## src/rtl/fetch_sequencer.sv

```systemverilog
// Instruction fetch sequencer: a PC plus a 2-entry {pc, instruction} buffer in front of decode,
// with redirect flush and an IDLE/RUN/HOLD control FSM.
module fetch_sequencer #(
  parameter logic [31:0] RESET_PC = 32'h0000_0000
) (
  input  logic        clk,
  input  logic        reset,
  input  logic        enable,
  output logic [31:0] imem_address,
  input  logic [31:0] imem_instruction,
  input  logic        redirect_valid,
  input  logic [31:0] redirect_target,
  output logic        if_valid,
  input  logic        if_ready,
  output logic [31:0] if_instruction,
  output logic [31:0] if_pc
);

  typedef enum logic [1:0] {IDLE, RUN, HOLD} state_t;

  typedef struct packed {
    logic [31:0] pc;
    logic [31:0] instr;
  } entry_t;

  entry_t      fifo [2];
  logic        head;
  logic [1:0]  count;
  logic [1:0]  count_next;
  logic [31:0] pc;
  state_t      state;
  logic        pop;
  logic        push;
  logic        tail;

  assign imem_address   = pc;
  assign if_valid       = (count != 2'd0) & ~redirect_valid;
  assign if_pc          = (count != 2'd0) ? fifo[head].pc    : 32'h0;
  assign if_instruction = (count != 2'd0) ? fifo[head].instr : 32'h0;

  assign pop  = if_valid & if_ready;
  assign push = (state != IDLE) & enable & ~redirect_valid & ((count != 2'd2) | pop);
  // With two slots the tail is head+count mod 2; when full, push only happens alongside
  // a pop, so overwriting the departing head slot is exactly the new tail.
  assign tail = head ^ count[0];

  always_comb begin
    count_next = count;
    if (push & ~pop)      count_next = count + 2'd1;
    else if (pop & ~push) count_next = count - 2'd1;
  end

  always_ff @(posedge clk or posedge reset) begin
    if (reset) begin
      pc    <= RESET_PC;
      count <= 2'd0;
      head  <= 1'b0;
      state <= IDLE;
    end else if (redirect_valid) begin
      pc    <= {redirect_target[31:2], 2'b00};
      count <= 2'd0;
      head  <= 1'b0;
      state <= enable ? RUN : IDLE;
    end else begin
      count <= count_next;
      if (pop)  head <= ~head;
      if (push) pc   <= pc + 32'd4;
      if (!enable) state <= IDLE;
      else begin
        case (state)
          IDLE:    state <= RUN;
          RUN:     state <= (count_next == 2'd2) ? HOLD : RUN;
          HOLD:    state <= (pop & ~push) ? RUN : HOLD;
          default: state <= IDLE;
        endcase
      end
    end
  end

  // Storage needs no reset: outputs are masked while the buffer is empty.
  always_ff @(posedge clk) begin
    if (push) fifo[tail] <= '{pc: pc, instr: imem_instruction};
  end

endmodule

```

## config.mk

```make
export PLATFORM = sky130hd
export DESIGN_NAME = fetch_sequencer
export DESIGN_NICKNAME = d
export VERILOG_FILES = /design/src/rtl/fetch_sequencer.sv
export SDC_FILE = /design/constraint.sdc
export NUM_CORES = 1
export LEC_CHECK = 0
export ABC_CLOCK_PERIOD_IN_PS = 7550
export CORE_UTILIZATION = 54
export DETAILED_ROUTE_END_ITERATION = 8
export PLACE_DENSITY = 0.83
export SLEW_MARGIN = 20
export SYNTH_ARGS = -nofsm -noshare
export SYNTH_HDL_FRONTEND = slang
export SYNTH_SLANG_ARGS = --single-unit
```

## constraint.sdc

```tcl
create_clock -name clk -period 7.55 [get_ports clk]
set_input_delay 1.1325 -clock clk [delete_from_list [all_inputs] [get_ports clk]]
set_output_delay 1.1325 -clock clk [all_outputs]
set_load 0.02 [all_outputs]
```

== Word-level counts from Yosys, hierarchy flattened ==
Memory sizes are Yosys's and may differ from the RTL's.
Cells that the tools add are included.
Storage, ports and cells
  flip-flop bits (word level): 37
  latch bits: 0
  memory bits (writable): 128
  bits in read-only memories: 0
  output and inout port bits: 97
  memories: 1
Memory list
  fifo: depth 2, bits a word 64, rd ports 1, clocked after Yosys merged registers in 0, write ports 1, RTL line 26  | entry_t fifo [2];
Cells by class
  add/subtract/negate cells: 3
  multiply operators: 0
  div/mod/pow operators: 0
  magnitude comparators: 0
  equal/unequal tests: 4
  shift-type cells: 0
  muxes and demuxes: 17
  bitwise logic cells: 13
  reduce and logical (&&, ||, !) cells: 5
Operators with widths (number)
  $mux 32: 4
  $add 32x3->32 const B: 1
  $mux 2: 7
  $reduce_bool 2->1: 4
  $and 1x1->1: 7
  $pmux 2 s3: 1
  $mux 1: 5
  $eq 2x2->1 const B: 2
  $not 1->1: 4
  $add 2x1->2 const B: 1
  $eq 2x1->1 const B: 1
  $logic_not 2->1: 1
  $ne 2x2->1 const B: 1
  $sub 2x1->2 const B: 1
  $or 1x1->1: 1
  $xor 1x1->1: 1

== Longest topological paths before layout ==
Gate-level depths: netlist of the first run.
  depth in word-level cells: 14
  gate-level depth with buffers: 9

== Least setup slack after synthesis of the first run ==
OpenSTA, ideal clock, no wires.
  kind: input -> register
  start: in enable
  end: mem fifo[0][0] (netlist bit) (enable)
  arrival time: 4547 ps
  required time: 7068 ps
  slack: 2521 ps
  stages on the path: 6
  buffers on the path: 3
  cells stage by stage: o21ai_2 > buf_2 > a211o_1 > buf_2 > buf_2 > nor2_1
Between the ends
  cells in the longest elaborated chain, start to end: 5
Ends and longest elaborated chain
  from (decl): RTL line 8  | input logic enable,
  $and 1x1->1 (3 in a row): RTL line 42  | assign push = (state != IDLE) & enable & ~redirect_valid & ((count != 2'd2) | pop);
  $mux 1: RTL line 82  | if (push) fifo[tail] <= '{pc: pc, instr: imem_instruction};
  $mux 1 (implied by the code): RTL line 82
  to (decl): RTL line 26
No other way between the ends.

== Worst setup path in the final report of the first run ==
  start: in redirect_valid
  end: mem fifo[0][6] (netlist bit) (enable)
Between the ends
  cells in the longest elaborated chain, start to end: 7
  elaborated cells on any way between the ends: 8
  those cells by class: mux: 2; bitwise: 6
Ends and longest elaborated chain
  from (decl): RTL line 11  | input logic redirect_valid,
  $not 1->1 *: RTL line 37, 42
  $and 1x1->1: RTL line 37  | assign if_valid = (count != 2'd0) & ~redirect_valid;
  $and 1x1->1: RTL line 41  | assign pop = if_valid & if_ready;
  $or 1x1->1: RTL line 42
  $and 1x1->1 *: RTL line 42
  $mux 1 *: RTL line 82
  $mux 1 (implied by the code) *: RTL line 82
Mark *: on every way between the ends. The rest lies on a longest branch, timed or not.

==> results.ini, run 1 <==
[clocking]
root_buffer=clkbuf_16
cts.clk_slew.worst_paths_ns=0.06
clock_latency_ns=0.42
htreeDepth=4
cts_setup_buffers=0
clock-sinks=159
post_cts_resized=0
cts_buffer_depth=2
cts-hold-fix-buffers=0
numCtsBuffers=17
tritoncts=done

[grt]
grt_max_degree=65
grt_usage_pct=24.9
grt_pass1_wl_mm=24.3
grt_pass1_vias=4722
gr-total-overflow=0
antenna_found_initial=0

[setup_path]
crit_family=buffers and inverters
crit_path_max_fanout=32
cp.depth=4
reg2reg_depth=6
cp_num_buf_inv=2
cp-start-kind=input pin
arrival_ns=4.04
worstPathCellList=clkdlybuf4s50_1 -> a211o_1 -> nor2_4 -> buf_4
reg2reg_from=count[0]
startpoint=redirect_valid
crit_type=in -> reg
worstSetupEndpointType=flop
required_ns=7.62
crit_path_max_incr_delay_ns=0.92
reg2reg_slack_ns=4.19
critPathSlowestCell=nor2_4

[synthesis]
ys_warn_count=0
ys_seq_elements=159
synth-seq-area-share_pct=66.9
synth_cell_types=49
async_flop_share_pct=22.0
syn_avg_cell_area_um2=13.2
syn_area_um2=6880
ys.flop_type=edfxtp_1
synth_cells=521
synth_enable_flop_cells=124

[pwr]
power_density_nw_per_um2=329
sw_frac_of_total_pct=32.6
clkPwrFrac_pct=27.6
p_leak_uw=0.00319
seqPwrFrac_pct=38.2
pwr-share-comb_pct=34.2
p_total_uw=3020
p_int_uw=2030
irDropWorstVdd_mv=0.208
switchingPower_uw=983

[finish]
mostFrequentLayoutCells=clkdlybuf4s50_1, edfxtp_1, nor2_1
flow.area_growth_from_synthesis_pct=33.6
antennaDiodeCount=0
layout_commonest_cell=clkdlybuf4s50_1
drive_gt1_share_pct=6.69
nets=747
layout.cells.non_filler=856

[route]
vias=4857
drc=0
drt_iter0_markers=290
detail_route.vias_per_cell=5.67
final_antenna_net_count=0
finalWirelength_mm=15.7
wire_per_inst_um=18.4
dr.pass1.iters=5

[floorplanning]
core-area_um2=12200
die_h_um=115
die_area_um2=13200
row_count=40
die_x_um=115
initial_core_util_pct=56.3
io_pins=166

[timing]
rsz0062_at_grt=false
fmaxAchievable_mhz=251
slew_headroom_pct=27.6
tns_ns=0
slew_viol_final=0
post-route-min-period_ns=3.98
fin_worst_skew_ns=0.00763
worst_pin_slew_ns=1.08
final_hold_viol_count=0
period_share_pct=52.7
finalSetupViolCount=0

[outcome]
status=finished, final reports clean

[min_path]
hold_depth=1
hold_start=state[0]
hp-class=reg -> reg

[placed_design]
io_buffers=159
place_inst=823
dp_hpwl_mm=10.1
place_congestion=0.853

[flow_run]
cap_viol_max_count=0

## stage by stage
| stage | hold WS [ns] | cell area (µm²) | setup WS, ns | utilization (%) |
|---|---|---|---|---|
| 2_1_floorplan | 0.480 | 6890 | 2.52 | - |
| 3_3_place_gp | 0.496 | 8580 | 3.25 | 70.3 |
| 3_5_place_dp | 0.517 | 8580 | 3.15 | 70.3 |
| 4_1_cts | 0.526 | 9160 | 3.58 | 75.0 |
| 5_1_grt | 0.543 | 9180 | 3.39 | 75.2 |
| 6_report | 0.533 | 9180 | 3.57 | 75.2 |
## path summary, 6_finish.rpt
path	end
max	fifo[0][6]
min	state[0]
min reg2reg	state[0]
max in group asynchronous	head
min in group asynchronous	state[1]
max reg2reg	fifo[0][6]
## cell families (layout without fill, tap and decap cells)
kind of cell / Yosys count / in the layout / share of synthesized area (%)
AO/OA/AOI/OAI: 68 / 68 / 7.12
XOR/XNOR: 4 / 4 / 0.510
adder cells (fa/ha/maj): 3 / 3 / 0.546
buffers and inverters: 39 / 203 / 2.62
flip-flops: 159 / 159 / 66.9
multiplexers: 64 / 64 / 9.32
other: 1 / 4 / 0.0545
AND/OR/NAND/NOR: 183 / 183 / 12.9
## flip-flops by register name, summed over array words and instances (netlist names)
register      count
fifo            124
imem_address     30
count             2
state             2
head              1
## routing by layer
| metal | GRT usage, % | vias to the layer above | share of wire (%) |
|---|---|---|---|
| li1 | - | 2242 | - |
| met5 | 0 | - | 0 |
| met2 | 42.8 | 226 | 51 |
| met4 | 9.44 | 0 | 1.7 |
| met1 | 29.9 | 2369 | 39 |
| met3 | 6.96 | 20 | 8.2 |
## synth_stat cells, types with 2 or more instances
cell	instances	share of area, %
nor2b_1	2	0.18
dfrtp_1	35	13
a221o_1	7	1.0
nand4_2	2	0.36
edfxtp_1	124	54
nand4_1	5	0.45
nor2_1	86	4.7
a21oi_1	7	0.51
buf_2	14	1.0
nand3_4	2	0.51
clkbuf_1	13	0.71
nand3_1	13	0.95
nand2_1	42	2.3
xnor2_1	3	0.38
or3_1	8	0.73
and2_1	3	0.27
o21ai_0	17	1.2
inv_1	6	0.33
and3_1	6	0.55
mux2i_1	64	9.3
a211o_1	2	0.25
ha_1	3	0.55
a32oi_1	3	0.38
a22oi_1	3	0.33
buf_4	4	0.44
o211ai_1	9	0.98
a31oi_1	6	0.55
o311ai_0	6	0.76
nor4_1	4	0.36
or4_1	2	0.22
nor4_4	2	0.62
## power groups by stage
stage | clock network, µW | registers [µW] | logic, µW
3_3_place_gp | 0 | 1200 | 977
4_1_cts | 845 | 1180 | 1000
5_1_grt | 882 | 1160 | 1100
2_1_floorplan | 0 | 1140 | 597
3_5_place_dp | 0 | 1200 | 997
6_report | 834 | 1150 | 1030
## worst register-to-register path, stage by stage, from the launching register on
cell and delay [ns]:
dfrtp_1 0.38, inv_1 0.12, ha_2 0.21, nand2b_4 0.16
a211o_1 0.65, nor2_4 0.93, buf_4 0.55
## final cells by class
type / instances / area [µm²]
tap: 168 / 210
fill: 780 / 3030
clock inverter: 13 / 146
timing repair buffer: 165 / 1650
sequential: 159 / 4600
clock buffer: 19 / 433
inverter: 6 / 22.5
multi-input combinational: 326 / 2120
Power figures use the tool's default switching activity.
==> run 2: changes to the inputs <==
--- a/config.mk
+++ b/config.mk
@@ -5,10 +5,10 @@
 export SDC_FILE = /design/constraint.sdc
 export NUM_CORES = 1
 export LEC_CHECK = 0
-export ABC_CLOCK_PERIOD_IN_PS = 7550
-export CORE_UTILIZATION = 54
+export ABC_CLOCK_PERIOD_IN_PS = 3700
+export CORE_UTILIZATION = 50
 export DETAILED_ROUTE_END_ITERATION = 8
-export PLACE_DENSITY = 0.83
+export PLACE_DENSITY = 0.78
 export SLEW_MARGIN = 20
 export SYNTH_ARGS = -nofsm -noshare
 export SYNTH_HDL_FRONTEND = slang
==> constraint.sdc (replaced) <==
create_clock -name clk -period 3.7 [get_ports clk]
set_input_delay 0.555 -clock clk [delete_from_list [all_inputs] [get_ports clk]]
set_output_delay 0.555 -clock clk [all_outputs]
set_load 0.02 [all_outputs]
==> results.ini, run 2 (synthesized netlist as in run 1, its figures left out) <==
[setup_path]
critPathSlowestCell=clkdlybuf4s50_1
worstPathCellList=inv_1 -> ha_2 -> buf_12 -> nor2_1 -> clkdlybuf4s50_1
rr_endpoint=imem_address[10]
crit_type=reg -> out
crit_path_end=if_valid
crit_path_max_incr_delay_ns=0.59
reg2reg_slack_ns=0.82
cp_num_buf_inv=3
reg2reg_depth=8
required_ns=3.14
arrival_ns=2.44
reg2reg_from=count[0]
cp-start-kind=flop
startpoint=count[0]
crit_family=buffers and inverters
cp.depth=5
worstSetupEndpointType=output pin
crit_path_max_fanout=47

[grt]
met3_usage_pct=5.80
gr-usage-met2_pct=35.4
use_met1_pct=29.7
grt-busiest-layer=met2
grt_max_degree=48
antenna_found_initial=0
gr-total-overflow=0
grt_pass1_vias=4695
grt_pass1_wl_mm=24.1
grt_usage_pct=22.3

[floorplanning]
die_x_um=119
die_h_um=119
io_pins=166
core-area_um2=13300
row_count=42
initial_core_util_pct=51.5
die_area_um2=14200

[clocking]
root_buffer=clkbuf_16
clock_latency_ns=0.42
post_cts_resized=0
tritoncts=done
cts_buffer_depth=2
numCtsBuffers=17
htreeDepth=4
cts-hold-fix-buffers=0
cts_setup_buffers=0
clock-sinks=159
cts.clk_slew.worst_paths_ns=0.06

[finish]
antennaDiodeCount=0
largest-register=fifo
flow.area_growth_from_synthesis_pct=35.5
mostFrequentLayoutCells=clkdlybuf4s50_1, edfxtp_1, nor2_1
drive_gt1_share_pct=7.94
layout_commonest_cell=clkdlybuf4s50_1
nets=752
largest_register_ffs=124
fill_cells=965

[timing]
worst_pin_slew_ns=0.950
fmaxAchievable_mhz=333
tns_ns=0
fin_hold_ws_ns=0.371
slew_viol_final=0
period_share_pct=81.1
slew_headroom_pct=36.4
final_hold_viol_count=0
finalSetupViolCount=0
fin_worst_skew_ns=0.00546
rsz0062_at_grt=false
post-route-min-period_ns=3.00

[route]
vias=4813
finalWirelength_mm=15.2
final_antenna_net_count=0
drt_iter0_markers=439
dr.pass1.iters=5
drc=0
wire_per_inst_um=17.4
detail_route.vias_per_cell=5.54

[pwr]
irDropWorstVdd_mv=0.296
p_leak_uw=0.00325
power_density_nw_per_um2=680

[placed_design]
io_buffers=159
dp_hpwl_mm=10.0
place_congestion=0.894

[min_path]
hp-class=in -> async

[outcome]
status=finished, final reports clean

[flow_run]
cap_viol_max_count=0

## run 2: per-layer routing
| layer | wire [µm] | up-vias |
|---|---|---|
| met4 | 223 | 0 |
| met3 | 1150 | 18 |
| met1 | 6590 | 2319 |
| li1 | - | 2250 |
| met2 | 7190 | 226 |
| met5 | 0 | - |
## run 2: where the power goes
group | switching, µW | internal (µW)
logic | 1170 | 985
registers | 175 | 2150
clock network | 657 | 1200
## run 2: worst min path at each step
stage | to | slack, ns | cells after the start
finish | imem_address[26] | 0.37 | 2
global route | imem_address[31] | 0.39 | 2
CTS | imem_address[27] | 0.36 | 2
detailed placement | state[0] | 0.52 | 1
global placement | state[0] | 0.50 | 1
floorplan | state[0] | 0.48 | 1
## run 2: per-stage QoR
step	cell area [µm²]	std cells	utilization (%)	worst slack (ns)	total power, µW
floorplan	6890	524	-	0.247	3550
global placement	8680	837	65.0	0.945	4480
detailed placement	8680	837	65.0	0.922	4520
CTS	9320	869	69.8	0.688	6390
global route	9320	869	69.8	0.609	6590
finish	9320	869	69.8	0.701	6340
## run 2: final cells by class
class,count,area [µm²],share of cell area (%)
flip-flops and latches,159,4600,49.4
multi-input cells,326,2120,22.7
repair buffers,170,1710,18.4
clock buffers,23,488,5.24
well taps,176,220,2.36
clock inverters,9,155,1.66
inverters,6,22.5,0.242
## run 2: worst reg2reg max path: cells and delay by family, from the launching register on
| kind | cells | cell delay [ns] |
|---|---|---|
| and+or+nand+nor | 2 | 0.99 |
| adders and majority gates | 1 | 0.48 |
| AOI/OAI and AO/OA | 3 | 0.47 |
| DFF | 1 | 0.41 |
| buffers and inverters | 2 | 0.37 |
==> run 3: changes to the inputs <==
--- a/config.mk
+++ b/config.mk
@@ -5,7 +5,7 @@
 export SDC_FILE = /design/constraint.sdc
 export NUM_CORES = 1
 export LEC_CHECK = 0
-export ABC_CLOCK_PERIOD_IN_PS = 3700
+export ABC_CLOCK_PERIOD_IN_PS = 2790
 export CORE_UTILIZATION = 50
 export DETAILED_ROUTE_END_ITERATION = 8
 export PLACE_DENSITY = 0.78
==> constraint.sdc (replaced) <==
create_clock -name clk -period 2.79 [get_ports clk]
set_input_delay 0.4185 -clock clk [delete_from_list [all_inputs] [get_ports clk]]
set_output_delay 0.4185 -clock clk [all_outputs]
set_load 0.02 [all_outputs]
==> results.ini, run 3 (synthesized netlist as in run 1, its figures left out) <==
[floorplanning]
initial_core_util_pct=51.5
die_area_um2=14200
core-area_um2=13300
die_x_um=119
io_pins=166
row_count=42
die_h_um=119

[route]
drc=0
drt_iter0_markers=538
vias=4842
wire_per_inst_um=17.6
detail_route.vias_per_cell=5.56
final_antenna_net_count=0
finalWirelength_mm=15.3
dr.pass1.iters=5

[finish]
flow.area_growth_from_synthesis_pct=35.8
largest-register=fifo
seq_area_um2=4600
mostFrequentLayoutCells=clkdlybuf4s50_1, edfxtp_1, nor2_1
drive_gt1_share_pct=7.77
fill_cells=947
nets=755
antennaDiodeCount=0
finalInstanceArea_um2=9340
largest_register_ffs=124
layout_commonest_cell=clkdlybuf4s50_1
multiInputGateArea_um2=2120
layout.cells.non_filler=871

[pwr]
irDropWorstVdd_mv=0.441
switchingPower_uw=2670
pwr-share-comb_pct=34.7
seqPwrFrac_pct=37.0
p_int_uw=5680
p_leak_uw=0.00326
power_density_nw_per_um2=894
sw_frac_of_total_pct=32.0
clkPwrFrac_pct=28.2

[setup_path]
cp-start-kind=flop
reg2reg_from=count[0]
critPathSlowestCell=dfrtp_4
reg2reg_depth=7
crit_path_max_incr_delay_ns=0.67
cp_num_buf_inv=2
required_ns=2.37
worstSetupEndpointType=output pin
worstPathCellList=buf_12 -> mux2i_1 -> nor2_1 -> clkdlybuf4s50_1
arrival_ns=2.21
reg2reg_slack_ns=0.32
crit_family=buffers and inverters
crit_path_max_fanout=22
cp.depth=4
rr_endpoint=imem_address[11]
crit_type=reg -> out

[timing]
final.setup.worst_slack_ns=0.163
tns_ns=0
period_share_pct=94.2
worst_pin_slew_ns=1.00
finalSetupViolCount=0
fmaxAchievable_mhz=381
slew_headroom_pct=32.8
fin_hold_ws_ns=0.342
fin_worst_skew_ns=0.00786
slew_viol_final=0
rsz0062_at_grt=false
final_hold_viol_count=0
post-route-min-period_ns=2.63

[grt]
gr-total-overflow=0
antenna_found_initial=0
grt_usage_pct=22.5
grt_pass1_vias=4797
grt_pass1_wl_mm=24.6
grt_max_degree=63

[placed_design]
place_congestion=0.802
dpl-instance-area_um2=8740
dp_slack_ns=0.238
dp_hpwl_mm=10.2
place_inst=840
io_buffers=159

[clocking]
tritoncts=done
htreeDepth=4
cts-hold-fix-buffers=0
cts_buffer_depth=2
post_cts_resized=0
clock-sinks=159
root_buffer=clkbuf_16
cts.clk_slew.worst_paths_ns=0.06
numCtsBuffers=17
clock_latency_ns=0.42
cts_setup_buffers=0

[outcome]
status=finished, final reports clean

[flow_run]
cap_viol_max_count=0

[min_path]
hp-class=in -> async

==> run 3: cell types whose count changed in the layout (fill, tap and decap cells not counted) <==
cell        delta
inv_6          +1
clkbuf_8       -4
buf_12         +3
clkbuf_1       +1
clkinv_1       +2
clkinvlp_4     -1
==> run 3: cell type report <==
class | count | share of cell area (%)
repair buffers | 173 | 19.0
clock inverters | 11 | 1.76
inverters | 6 | 0.241
clock buffers | 20 | 4.68
multi-input cells | 326 | 22.7
flip-flops and latches | 159 | 49.3
well taps | 176 | 2.36
==> run 3: per-layer routing <==
metal	vias to the layer above	wire [µm]	global-route usage, %
li1	2256	-	-
met1	2327	6570	31.0
met2	238	7410	35.1
met3	21	1070	4.21
met4	0	266	9.02
met5	-	0	0
==> run 3: worst min-delay path: cells and delay by family <==
family | cells | cell delay (ns)
buffers and inverters | 3 | 0.71
==> run 3: how the worst max path moves through the flow <==
stage,start,end
after CTS,head,if_pc[27]
after floorplan,count[0],fifo[0][0]
after detailed placement,redirect_valid,imem_address[14]
final,head,if_pc[27]
after global routing,head,if_pc[27]
after global placement,enable,fifo[0][61]
==> run 3: per-stage QoR <==
stage	total power [µW]	utilization (%)
2_1_floorplan	4700	-
3_3_place_gp	5990	65.4
3_5_place_dp	6040	65.4
4_1_cts	8410	69.9
5_1_grt	8700	69.9
6_report	8340	69.9
==> run 3: power groups by stage <==
stage                     combinational, µW  clock, µW  sequential (µW)
after global placement                 2880          0             3110
final                                  2900       2360             3090
after detailed placement               2910          0             3130
after global routing                   3080       2500             3120
after floorplan                        1620          0             3080
after CTS                              2930       2390             3090
